--- src/rtl/siso_pkg.sv ---
// Shared definitions for the siso serializer: FSM encoding, idle level default,
// counter sizing helper and an elaboration-time WIDTH guard.
`ifndef SISO_PKG_SV
`define SISO_PKG_SV

`define SISO_CHECK_WIDTH(w) \
  if ((w) < 2) begin : g_width_check \
    $error("siso: WIDTH must be >= 2"); \
  end

package siso_pkg;

  typedef enum logic [1:0] {
    ST_IDLE  = 2'd0,
    ST_SHIFT = 2'd1,
    ST_GAP   = 2'd2
  } siso_state_e;

  localparam logic DEFAULT_IDLE_LEVEL = 1'b0;

  // Gap counter never narrower than one bit, even with no gap configured.
  function automatic int gap_cnt_width(input int gap_cycles);
    int w;
    w = $clog2(gap_cycles + 1);
    return (w < 1) ? 1 : w;
  endfunction

endpackage

`endif

--- src/rtl/siso_hold_reg.sv ---
// One-entry holding buffer between the load handshake and the shifter.
// A push fills it, a pop empties it; push wins if both occur on the same edge.
module siso_hold_reg #(
  parameter int WIDTH = 8
) (
  input  logic             clock,
  input  logic             reset,
  input  logic             push,
  input  logic             pop,
  input  logic [WIDTH-1:0] data_in,
  output logic [WIDTH-1:0] data_out,
  output logic             full
);

  logic             full_q, full_d;
  logic [WIDTH-1:0] data_q, data_d;

  always_comb begin
    full_d = full_q;
    data_d = data_q;
    if (pop) begin
      full_d = 1'b0;
    end
    if (push) begin
      full_d = 1'b1;
      data_d = data_in;
    end
  end

  always_ff @(posedge clock or negedge reset) begin
    if (!reset) begin
      full_q <= 1'b0;
      data_q <= '0;
    end else begin
      full_q <= full_d;
      data_q <= data_d;
    end
  end

  assign data_out = data_q;
  assign full     = full_q;

endmodule

--- src/rtl/siso_word_serializer.sv ---
// Parallel-to-serial front end: double-buffered word input, one bit per clock out,
// with frame_start/frame_active sideband and optional idle gap between words.
//
// Handshake: a word transfers on a rising edge where load_valid and load_ready are
// both 1; load_ready is !hold_full from registered state only, and the producer must
// keep load_data stable while load_valid=1 and load_ready=0.
module siso_word_serializer
  import siso_pkg::*;
#(
  parameter int   WIDTH      = 8,
  parameter bit   MSB_FIRST  = 1'b1,
  parameter int   GAP_CYCLES = 0,
  parameter logic IDLE_LEVEL = DEFAULT_IDLE_LEVEL
) (
  input  logic             clock,
  input  logic             reset,
  input  logic             load_valid,
  output logic             load_ready,
  input  logic [WIDTH-1:0] load_data,
  output logic             serial_out,
  output logic             frame_start,
  output logic             frame_active,
  output siso_state_e      dbg_state
);

  `SISO_CHECK_WIDTH(WIDTH)

  localparam int CW = $clog2(WIDTH);
  localparam int GW = gap_cnt_width(GAP_CYCLES);
  localparam logic [CW-1:0] LAST_BIT_CNT = CW'(WIDTH - 1);
  localparam logic [GW-1:0] GAP_LOAD     = (GAP_CYCLES > 0) ? GW'(GAP_CYCLES - 1) : '0;

  siso_state_e      state_q, state_d;
  logic [WIDTH-1:0] shift_q, shift_d;
  logic [CW-1:0]    bit_cnt_q, bit_cnt_d;
  logic [GW-1:0]    gap_cnt_q, gap_cnt_d;
  logic             serial_q, serial_d;
  logic             fstart_q, fstart_d;
  logic             factive_q, factive_d;

  logic             hold_full;
  logic             hold_pop;
  logic [WIDTH-1:0] hold_data;
  logic             start_frame;

  siso_hold_reg #(.WIDTH(WIDTH)) u_hold (
    .clock    (clock),
    .reset    (reset),
    .push     (load_valid && load_ready),
    .pop      (hold_pop),
    .data_in  (load_data),
    .data_out (hold_data),
    .full     (hold_full)
  );

  assign load_ready = !hold_full;

  always_comb begin
    state_d     = state_q;
    shift_d     = shift_q;
    bit_cnt_d   = bit_cnt_q;
    gap_cnt_d   = gap_cnt_q;
    serial_d    = serial_q;
    fstart_d    = 1'b0;
    factive_d   = factive_q;
    hold_pop    = 1'b0;
    start_frame = 1'b0;

    case (state_q)
      ST_IDLE: begin
        start_frame = hold_full;
      end
      ST_SHIFT: begin
        if (bit_cnt_q != '0) begin
          bit_cnt_d = bit_cnt_q - 1'b1;
          if (MSB_FIRST) begin
            serial_d = shift_q[WIDTH-1];
            shift_d  = {shift_q[WIDTH-2:0], 1'b0};
          end else begin
            serial_d = shift_q[0];
            shift_d  = {1'b0, shift_q[WIDTH-1:1]};
          end
        end else if (GAP_CYCLES > 0) begin
          state_d   = ST_GAP;
          gap_cnt_d = GAP_LOAD;
          serial_d  = IDLE_LEVEL;
          factive_d = 1'b0;
        end else if (hold_full) begin
          start_frame = 1'b1;
        end else begin
          state_d   = ST_IDLE;
          serial_d  = IDLE_LEVEL;
          factive_d = 1'b0;
        end
      end
      ST_GAP: begin
        // Final gap edge behaves exactly like IDLE.
        if (gap_cnt_q == '0) begin
          state_d     = ST_IDLE;
          start_frame = hold_full;
        end else begin
          gap_cnt_d = gap_cnt_q - 1'b1;
        end
      end
      default: begin
        state_d   = ST_IDLE;
        serial_d  = IDLE_LEVEL;
        factive_d = 1'b0;
      end
    endcase

    // Loading takes the first bit straight from the hold register; the shifter keeps the rest.
    if (start_frame) begin
      hold_pop  = 1'b1;
      state_d   = ST_SHIFT;
      bit_cnt_d = LAST_BIT_CNT;
      fstart_d  = 1'b1;
      factive_d = 1'b1;
      if (MSB_FIRST) begin
        serial_d = hold_data[WIDTH-1];
        shift_d  = {hold_data[WIDTH-2:0], 1'b0};
      end else begin
        serial_d = hold_data[0];
        shift_d  = {1'b0, hold_data[WIDTH-1:1]};
      end
    end
  end

  always_ff @(posedge clock or negedge reset) begin
    if (!reset) begin
      state_q   <= ST_IDLE;
      shift_q   <= '0;
      bit_cnt_q <= '0;
      gap_cnt_q <= '0;
      serial_q  <= IDLE_LEVEL;
      fstart_q  <= 1'b0;
      factive_q <= 1'b0;
    end else begin
      state_q   <= state_d;
      shift_q   <= shift_d;
      bit_cnt_q <= bit_cnt_d;
      gap_cnt_q <= gap_cnt_d;
      serial_q  <= serial_d;
      fstart_q  <= fstart_d;
      factive_q <= factive_d;
    end
  end

  assign serial_out   = serial_q;
  assign frame_start  = fstart_q;
  assign frame_active = factive_q;
  assign dbg_state    = state_q;

endmodule

--- config.mk ---
export PLATFORM = sky130hd
export DESIGN_NAME = siso_word_serializer
export DESIGN_NICKNAME = d
export VERILOG_FILES = /design/src/rtl/siso_pkg.sv /design/src/rtl/siso_hold_reg.sv /design/src/rtl/siso_word_serializer.sv
export SDC_FILE = /design/constraint.sdc
export NUM_CORES = 1
export LEC_CHECK = 0
export ABC_CLOCK_PERIOD_IN_PS = 1510
export CORE_ASPECT_RATIO = 1.1
export CORE_MARGIN = 2
export CORE_UTILIZATION = 45
export CTS_CLUSTER_DIAMETER = 150
export DETAILED_ROUTE_END_ITERATION = 16
export GPL_TIMING_DRIVEN = 0
export HOLD_SLACK_MARGIN = 0.12
export PLACE_DENSITY = 0.73
export SLEW_MARGIN = 5
export SYNTH_ARGS = -nofsm -noshare
export SYNTH_HDL_FRONTEND = slang
export SYNTH_SLANG_ARGS = --single-unit
--- constraint.sdc ---
create_clock -name clock -period 1.51 [get_ports clock]
set_clock_uncertainty 0.15 [all_clocks]
set_input_delay 0.302 -clock clock [delete_from_list [all_inputs] [get_ports clock]]
set_output_delay 0.302 -clock clock [all_outputs]
set_load 0.05 [all_outputs]
==> flow_metrics.env, run 1 <==
export IMPL_status="finished with violations"
export IMPL_violations="setup timing"
export IMPL_cp_cell_sequence="inv_2 -> ha_4 -> ha_4 -> and2b_4 -> nor2_4 -> a221o_1"
export IMPL_dp_cells=120
export IMPL_path_class="register to register"
export IMPL_area_growth_syn_to_layout_pct=42.7
export IMPL_p_comb_share_pct=56.6
export IMPL_final_max_slew_viol_count=0
export IMPL_critPathBufInv=1
export IMPL_drtIter0Drc=8
export IMPL_worstPathMaxFanout=7
export IMPL_synth_area_leader_cell="dfrtp_1"
export IMPL_finalSetupTns_ns=-0.863
export IMPL_slowest_stage="dfrtp_1"
export IMPL_p_switching_mw=1.16
export IMPL_postLayoutCoreUtil_pct=69.6
export IMPL_hold_slack_ns=0.353
export IMPL_synth_main_ff_cell="dfrtp_1"
export IMPL_pwr_share_clk_pct=10.6
export IMPL_hp_class="input pin to async pin"
export IMPL_synth_nets=90
export IMPL_fmax_mhz=605
export IMPL_slowest_delay_ns=0.39
export IMPL_die_area_sq_um=2610
export IMPL_setup_viol=12
export IMPL_synth_cell_area_sq_um=996
export IMPL_cp_data_arrival_time_ns=1.71
export IMPL_fillers=147
export IMPL_fin_ws_ns=-0.143
export IMPL_synth_most_common_cell="dfrtp_1"
export IMPL_n_antenna_cell=0
export IMPL_via_per_inst=4.91
export IMPL_endpoint_kind="register"
export IMPL_die_h_um=53.3
export IMPL_yosysWarnings=0
export IMPL_num_rows=17
export IMPL_synth_area_leaders="dfrtp_1 55%, mux2_4 12%, mux2i_1 7.0%, o21ai_0 3.0%, ha_1 2.5%"
export IMPL_port_buffers=15
export IMPL_synthTopCellsByCount="22 x dfrtp_1, 8 x mux2_4, 7 x mux2i_1, 6 x nand2_1, 6 x o21ai_0"
export IMPL_grt_max_degree=23
export IMPL_slew_headroom_pct=36.7
export IMPL_rsz0062_at_grt="yes"
export IMPL_drive_above_1_share_pct=53.3
export IMPL_p_int_mw=1.90
export IMPL_die_x_um=48.9
export IMPL_insertion_delay_ns=0.31
export IMPL_r2r_start="bit_cnt_q[1]"
export IMPL_grt_usage_pct=15.3
export IMPL_cp_data_required_time_ns=1.57
export IMPL_wirelength_mm=1.98
export IMPL_critPathTopFamily="flip-flops"
export IMPL_fin_crit_ns=1.65
export IMPL_switching_share_pct=38.0
export IMPL_design_area_sq_um=1420
export IMPL_power_total_mw=3.07
export IMPL_first_global_vias=633
export IMPL_p_seq_share_pct=32.8
export IMPL_synth_seq_cells=22
export IMPL_ir_worst_vdd_mv=1.21
export IMPL_dp_slack_ns=-0.288
export IMPL_cts_root_buf="clkbuf_4"
export IMPL_io_pins=17
export IMPL_synth_compound_area_share_pct=6.41
export IMPL_clockBufferDepth=2
export IMPL_cp_depth=6
export IMPL_place_hpwl_mm=1.05
export IMPL_coreArea_sq_um=2040
export IMPL_cap_violations=0
export IMPL_grt_pass1_wl_mm=2.93
export IMPL_synth_edf_count=0
export IMPL_cellPowerDensity_nw_per_um2=2160
export IMPL_post_synth_num_cell_types=21
export IMPL_synth_seq_area_share_pct=55.3
export IMPL_overflow=0
export IMPL_netlist_instances=77
export IMPL_muxShareOfSynthArea_pct=19.1
export IMPL_startpoint="bit_cnt_q[1]"
export IMPL_synth_fa_ha_area_share_pct=2.51
export IMPL_place_congestion=0.702
export IMPL_drt_first_pass_iters=2
export IMPL_synth_top_family_by_area="multiplexers"
export IMPL_initial_core_util_pct=48.8
export IMPL_clk_pin_slew_ns=0.12
export IMPL_htree_levels=1
export IMPL_cp_start_kind="register"
export IMPL_routed_via_count=653
export IMPL_instances_no_fill=133
export IMPL_synthXorXnorAreaFrac_pct=0
export IMPL_fin_crit_sh_pct=109
export IMPL_drtAntennaViolNets=0
export IMPL_cts_tree="yes"
export IMPL_ys_async_sr_fraction_pct=100
export IMPL_synthSimpleGateAreaFrac_pct=8.04
export IMPL_avgSynthCellArea_sq_um=12.9
export IMPL_placed_cell_area_sq_um=1190
export IMPL_antenna_found_initial=0
export IMPL_cts_buffers=3
export IMPL_yosysTopAreaCellShare_pct=55.3
export IMPL_path_common_cell="ha_4"
export IMPL_hold_buffers=0
export IMPL_hold_viol_final=0
export IMPL_nets=119
export IMPL_tightest_slew_ns=0.946
export IMPL_cts_num_sinks=22
export IMPL_drc_errors=0
export IMPL_drt_wirelength_per_cell_um=14.9
export IMPL_reg2reg_depth=6
export IMPL_power_leakage_nw=0.670
-- timing repair --
| item | CTS | global route |
|---|---|---|
| gates cloned | 0 | 2 |
| buffers inserted | 2 | 5 |
| pin swaps | 0 | 8 |
| endpoints found under the setup margin | 18 | 18 |
| gates resized for setup | 30 | 40 |
| endpoints found under the hold margin | 0 | 0 |
-- final timing paths --
kind | slack [ns] | end
min | 0.35 | dbg_state[0]
min in group clock | 0.36 | shift_q[7]
max in group asynchronous | 0.29 | u_hold.data_out[0]
max | -0.14 | serial_out
min reg2reg | 0.36 | shift_q[7]
max reg2reg | -0.14 | serial_out
-- registers in the layout, indices dropped and copies added (netlist names) --
register,flops
serial_out,1
bit_cnt_q,3
u_hold.data_out,8
u_hold.full,1
dbg_state,1
shift_q,7
frame_start,1
-- cell families (layout without fill, tap and decap cells) --
family,count (synthesis),in the layout
buf+inv,11,39
other cells,1,1
compound gates,11,11
flops,22,22
fa+ha+maj,2,2
simple gates,15,15
mux,15,15
-- cell usage in the layout, fill, tap and decap left out --
cell type	instances
buf_4	8
conb_1	1
clkbuf_8	1
buf_12	1
clkdlybuf4s50_1	10
inv_1	1
a21o_4	1
clkbuf_16	1
dfrtp_1	22
a21oi_2	2
or2_2	1
nor2b_4	1
mux2i_1	7
nor3b_1	1
inv_2	2
a21oi_1	1
o21ai_0	1
buf_8	3
nor2_1	1
ha_4	2
o21ai_2	4
mux2_4	8
o21ai_1	1
buf_6	4
inv_4	1
nand2_1	2
a221o_1	1
and2b_4	1
clkbuf_4	4
nand2_2	4
buf_2	3
nor2_4	1
nor3_4	2
nor3_2	1
-- area by class of cell --
type / count / area, sq um / area share [%]
multi-input combinational: 44 / 464 / 32.7
timing repair buffer: 24 / 230 / 16.2
tap: 28 / 35.0 / 2.46
inverter: 4 / 17.5 / 1.23
sequential: 22 / 551 / 38.7
clock buffer: 4 / 36.3 / 2.55
buffer: 7 / 87.6 / 6.16
-- per-layer routing --
| layer | track usage, % | share of wire, % | up-vias |
|---|---|---|---|
| met2 | 26.9 | 52 | 18 |
| li1 | - | - | 313 |
| met4 | 7.14 | 1.2 | 0 |
| met3 | 4.24 | 4.4 | 4 |
| met5 | 0 | 0 | - |
| met1 | 17.5 | 42 | 318 |
-- worst reg2reg max path: stages, from the launching register on --
cell and delay, ns:
dfrtp_1 0.39, inv_2 0.05, ha_4 0.16, ha_4 0.14, and2b_4 0.33, nor2_4 0.05, a221o_1 0.28
-- power by group through the flow --
stage	clock network (mW)	registers [mW]	logic, mW
after floorplan	0	1.05	0.821
after global placement	0	0.983	1.12
after detailed placement	0	0.994	1.15
after CTS	0.332	0.978	1.24
after global routing	0.360	1.04	1.86
final	0.325	1.01	1.73
(Power assumes the default switching activity.)
==> inputs of run 2 (changes only) <==
SETUP_SLACK_MARGIN = 0.15   (was unset)
==> flow_metrics.env, run 2 (synthesis gave the netlist of run 1 again) <==
export IMPL_status="finished with violations"
export IMPL_violations="setup timing"
export IMPL_power_leakage_nw=0.656
export IMPL_coreArea_sq_um=2040
export IMPL_n_antenna_cell=0
export IMPL_overflow=0
export IMPL_hold_viol_final=0
export IMPL_layout_common_cells="21 x dfrtp_1, 9 x buf_4, 9 x clkdlybuf4s50_1, 8 x mux2_4"
export IMPL_cp_depth=6
export IMPL_regToRegSetupSlack_ns=-0.1
export IMPL_cts_num_sinks=22
export IMPL_cp_cell_sequence="inv_2 -> ha_4 -> ha_4 -> and2b_4 -> nor2_4 -> a221o_1"
export IMPL_drtAntennaViolNets=0
export IMPL_cp_start_kind="register"
export IMPL_cts_buffers=3
export IMPL_cp_data_arrival_time_ns=1.67
export IMPL_reg2reg_depth=6
export IMPL_via_per_inst=5.00
export IMPL_fin_ws_ns=-0.0993
export IMPL_antenna_found_initial=0
export IMPL_rsz0062_at_grt="yes"
export IMPL_htree_levels=1
export IMPL_mostFrequentLayoutCell="dfrtp_1"
export IMPL_place_hpwl_mm=1.09
export IMPL_cp_data_required_time_ns=1.57
export IMPL_grt_pass1_wl_mm=2.99
export IMPL_die_x_um=48.9
export IMPL_clockBufferDepth=2
export IMPL_cap_violations=0
export IMPL_die_area_sq_um=2610
export IMPL_area_growth_syn_to_layout_pct=40.3
export IMPL_drtIter0Drc=9
export IMPL_cts_root_buf="clkbuf_4"
export IMPL_postLayoutCoreUtil_pct=68.4
export IMPL_drt_first_pass_iters=4
export IMPL_tightest_slew_ns=0.938
export IMPL_hold_slack_ns=0.0792
export IMPL_startpoint="bit_cnt_q[1]"
export IMPL_endpoint_kind="register"
export IMPL_initial_core_util_pct=48.8
export IMPL_nets=119
export IMPL_fmax_mhz=621
export IMPL_first_global_vias=672
export IMPL_setup_viol=10
export IMPL_cts_tree="yes"
export IMPL_hp_class="input pin to async pin"
export IMPL_fillers=159
export IMPL_drt_wirelength_per_cell_um=13.3
export IMPL_path_class="register to register"
export IMPL_routed_via_count=665
export IMPL_slew_headroom_pct=37.4
export IMPL_num_rows=17
export IMPL_final_max_slew_viol_count=0
export IMPL_slowest_delay_ns=0.38
export IMPL_cp_endpoint="serial_out"
export IMPL_clk_pin_slew_ns=0.12
export IMPL_drc_errors=0
export IMPL_die_h_um=53.3
export IMPL_largest_reg_flops=8
export IMPL_port_buffers=15
export IMPL_critPathBufInv=1
export IMPL_ir_worst_vdd_mv=1.14
export IMPL_fin_crit_sh_pct=107
export IMPL_cellPowerDensity_nw_per_um2=2100
export IMPL_critPathTopFamily="flip-flops"
export IMPL_place_congestion=0.702
export IMPL_r2r_start="bit_cnt_q[1]"
export IMPL_wirelength_mm=1.77
export IMPL_insertion_delay_ns=0.31
export IMPL_slowest_stage="dfrtp_1"
export IMPL_grt_usage_pct=15.8
export IMPL_rr_endpoint="serial_out"
export IMPL_path_common_cell="ha_4"
export IMPL_grt_max_degree=23
export IMPL_drive_above_1_share_pct=46.7
export IMPL_fin_crit_ns=1.61
export IMPL_io_pins=17
export IMPL_worstPathMaxFanout=6
## run 2: cell count changes in the layout (fill, tap and decap cells not counted), sizes merged
cell	delta
clkinv	+1
dlygate4sd2	+1
inv	-1
buf	+2
clkbuf	-2
clkdlybuf4s50	-1
## run 2: cell type report
class / count / area [sq um] / area share (%)
multi-input cells: 44 / 439 / 31.4
flip-flops and latches: 22 / 552 / 39.5
well taps: 28 / 35.0 / 2.51
inverters: 4 / 20.0 / 1.43
clock buffers: 4 / 36.3 / 2.60
repair buffers: 24 / 231 / 16.6
plain buffers: 7 / 83.8 / 6.00
## run 2: how the worst min path moves through the flow
stage | startpoint | to | slack (ns) | depth (start not counted)
global placement | bit_cnt_q[0] | bit_cnt_q[0] | 0.31 | 1
CTS | reset | bit_cnt_q[2] | 0.11 | 1
finish | reset | dbg_state[0] | 0.08 | 1
detailed placement | bit_cnt_q[0] | bit_cnt_q[0] | 0.32 | 1
floorplan | reset | bit_cnt_q[0] | -0.14 | 0
global route | reset | frame_start | 0.16 | 1
## run 2: timing repair
action | 4_1_cts | 5_1_grt
resized for setup | 42 | 24
buffers inserted | 4 | 4
pin swaps | 1 | 2
setup endpoints to repair | 19 | 27
gates cloned | 0 | 1
hold endpoints to repair | 22 | 0
## run 2: worst register-to-register path: stages, from the launching register on
cell and delay (ns):
dfrtp_1 0.38, inv_2 0.05, ha_4 0.16, ha_4 0.14
and2b_4 0.30, nor2_4 0.04, a221o_1 0.28
## run 2: layer usage
metal	up-vias	track usage [%]	wire, um
met1	331	17.9	788
met4	0	8.57	27
li1	310	-	-
met5	-	0	0
met2	22	27.9	862
met3	2	3.95	92
## run 2: power breakdown
part	switching, mW	internal (mW)
logic	0.755	0.857
registers	0.149	0.847
clock network	0.183	0.148
## run 2: per-stage QoR
| stage | setup TNS, ns | power (mW) | instances | setup slack (ns) | cell area, sq um |
|---|---|---|---|---|---|
| 6_report | -0.435 | 2.94 | 133 | -0.0993 | 1400 |
| 5_1_grt | -1.34 | 3.12 | 133 | -0.170 | 1400 |
| 3_3_place_gp | -5.05 | 2.10 | 120 | -0.286 | 1190 |
| 3_5_place_dp | -6.03 | 2.15 | 120 | -0.297 | 1190 |
| 2_1_floorplan | -0.0660 | 1.87 | 77 | -0.0471 | 1000 |
| 4_1_cts | -1.08 | 2.59 | 128 | -0.108 | 1280 |
==> inputs of run 3 (changes only) <==
CORE_MARGIN = 1   (was 2)
==> flow_metrics.env, run 3 (synthesis gave the netlist of run 1 again) <==
export IMPL_status="finished with violations"
export IMPL_violations="setup timing"
export IMPL_rr_endpoint="bit_cnt_q[0]"
export IMPL_cp_data_arrival_time_ns=1.68
export IMPL_cts_num_sinks=22
export IMPL_fin_crit_sh_pct=108
export IMPL_cellPowerDensity_nw_per_um2=2140
export IMPL_drt_wirelength_per_cell_um=13.5
export IMPL_cts_root_buf="clkbuf_4"
export IMPL_drc_errors=0
export IMPL_largest_reg_flops=8
export IMPL_place_congestion=0.691
export IMPL_worstPathMaxFanout=10
export IMPL_grt_max_degree=23
export IMPL_cp_data_required_time_ns=1.56
export IMPL_area_growth_syn_to_layout_pct=38.7
export IMPL_r2r_start="bit_cnt_q[0]"
export IMPL_cts_buffers=3
export IMPL_path_class="register to register"
export IMPL_hold_viol_final=0
export IMPL_drt_first_pass_iters=4
export IMPL_final_max_slew_viol_count=0
export IMPL_clk_pin_slew_ns=0.12
export IMPL_slew_headroom_pct=37.2
export IMPL_routed_via_count=661
export IMPL_place_hpwl_mm=1.09
export IMPL_fmax_mhz=612
export IMPL_fin_crit_ns=1.64
export IMPL_endpoint_kind="register"
export IMPL_insertion_delay_ns=0.31
export IMPL_nets=118
export IMPL_wirelength_mm=1.79
export IMPL_num_rows=17
export IMPL_ir_worst_vdd_mv=1.34
export IMPL_die_h_um=51.3
export IMPL_setup_viol=13
export IMPL_initial_core_util_pct=48.8
export IMPL_placed_cell_area_sq_um=1190
export IMPL_cp_endpoint="bit_cnt_q[0]"
export IMPL_rsz0062_at_grt="yes"
export IMPL_die_x_um=46.9
export IMPL_die_area_sq_um=2410
export IMPL_mostFrequentLayoutCell="dfrtp_1"
export IMPL_startpoint="bit_cnt_q[0]"
export IMPL_via_per_inst=5.01
export IMPL_fin_ws_ns=-0.125
export IMPL_overflow=0
export IMPL_postLayoutCoreUtil_pct=67.6
export IMPL_cp_start_kind="register"
export IMPL_dp_slack_ns=-0.286
export IMPL_drive_above_1_share_pct=43.3
export IMPL_regToRegSetupSlack_ns=-0.13
export IMPL_cap_violations=0
export IMPL_grt_pass1_wl_mm=3.08
export IMPL_layout_common_cells="21 x dfrtp_1, 10 x buf_4, 9 x clkdlybuf4s50_1, 8 x mux2_4, 7 x mux2i_1"
export IMPL_design_area_sq_um=1380
export IMPL_grt_usage_pct=18.3
export IMPL_htree_levels=1
export IMPL_port_buffers=15
export IMPL_reg2reg_depth=7
export IMPL_io_pins=17
export IMPL_coreArea_sq_um=2040
export IMPL_multi_input_area_sq_um=418
export IMPL_antenna_found_initial=0
export IMPL_seq_area_sq_um=552
export IMPL_hp_class="input pin to async pin"
export IMPL_drtIter0Drc=16
export IMPL_clockBufferDepth=2
export IMPL_fillers=166
export IMPL_n_antenna_cell=0
export IMPL_first_global_vias=648
export IMPL_tightest_slew_ns=0.942
export IMPL_cts_tree="yes"
export IMPL_drtAntennaViolNets=0
export IMPL_power_leakage_nw=0.652
[run 3: cell types whose count changed in the layout (fill, tap and decap cells not counted), sizes merged]
cell | previous run | this run
buf | 21 | 20
clkinv | 1 | 0
clkbuf | 4 | 3
bufinv | 0 | 1
inv | 3 | 4
[run 3: layout make-up]
class / instances / area share (%)
sequential: 22 / 39.9
multi-input combinational: 44 / 30.3
timing repair buffer: 23 / 16.4
buffer: 7 / 5.80
tap: 28 / 2.54
clock inverter: 1 / 2.17
clock buffer: 3 / 1.63
inverter: 4 / 1.27
[run 3: worst min path at each step]
stage	end	slack, ns	cells past startpoint	start
after global routing	serial_out	0.16	1	reset
after CTS	serial_out	0.11	1	reset
after floorplan	bit_cnt_q[0]	-0.14	0	reset
final	u_hold.data_out[3]	0.09	1	reset
after detailed placement	bit_cnt_q[0]	0.32	1	bit_cnt_q[0]
after global placement	bit_cnt_q[0]	0.31	1	bit_cnt_q[0]
[run 3: per-layer routing]
metal  vias to the layer above  share of wire [%]  wire (um)  track usage (%)
li1                        310                  -          -                -
met1                       330                 42        752             24.8
met2                        17                 52        937             30.1
met3                         4                4.3         77             3.18
met4                         0                1.1         20             4.29
met5                         -                  0          0                0
[run 3: stage by stage]
step	total power, mW	hold WS (ns)	TNS, ns	std cells
after global placement	2.10	0.306	-5.09	120
after global routing	3.15	0.158	-2.02	132
after CTS	2.81	0.114	-0.731	127
after detailed placement	2.15	0.319	-5.94	120
final	2.96	0.0862	-1.01	132
after floorplan	1.87	-0.144	-0.0660	77
[run 3: power breakdown]
group | switching [mW] | leakage [nW] | internal, mW | total, mW
Combinational | 0.713 | 0.356 | 0.803 | 1.52
Clock | 0.174 | 0.0279 | 0.268 | 0.443
Sequential | 0.150 | 0.268 | 0.847 | 0.997
[run 3: repair_timing]
item	in CTS	in global routing
pin swaps	4	3
buffers inserted	3	5
hold endpoints to repair	13	0
gates cloned	0	0
resized for setup	51	5
endpoints found under the setup margin	22	27
[run 3: worst max-delay path, cell delays in order, from the launching register on]
cell and delay, ns:
dfrtp_1 0.42, inv_2 0.08, ha_4 0.14, ha_4 0.12
and2b_2 0.26, buf_6 0.16, nor3_2 0.15, a21oi_1 0.06
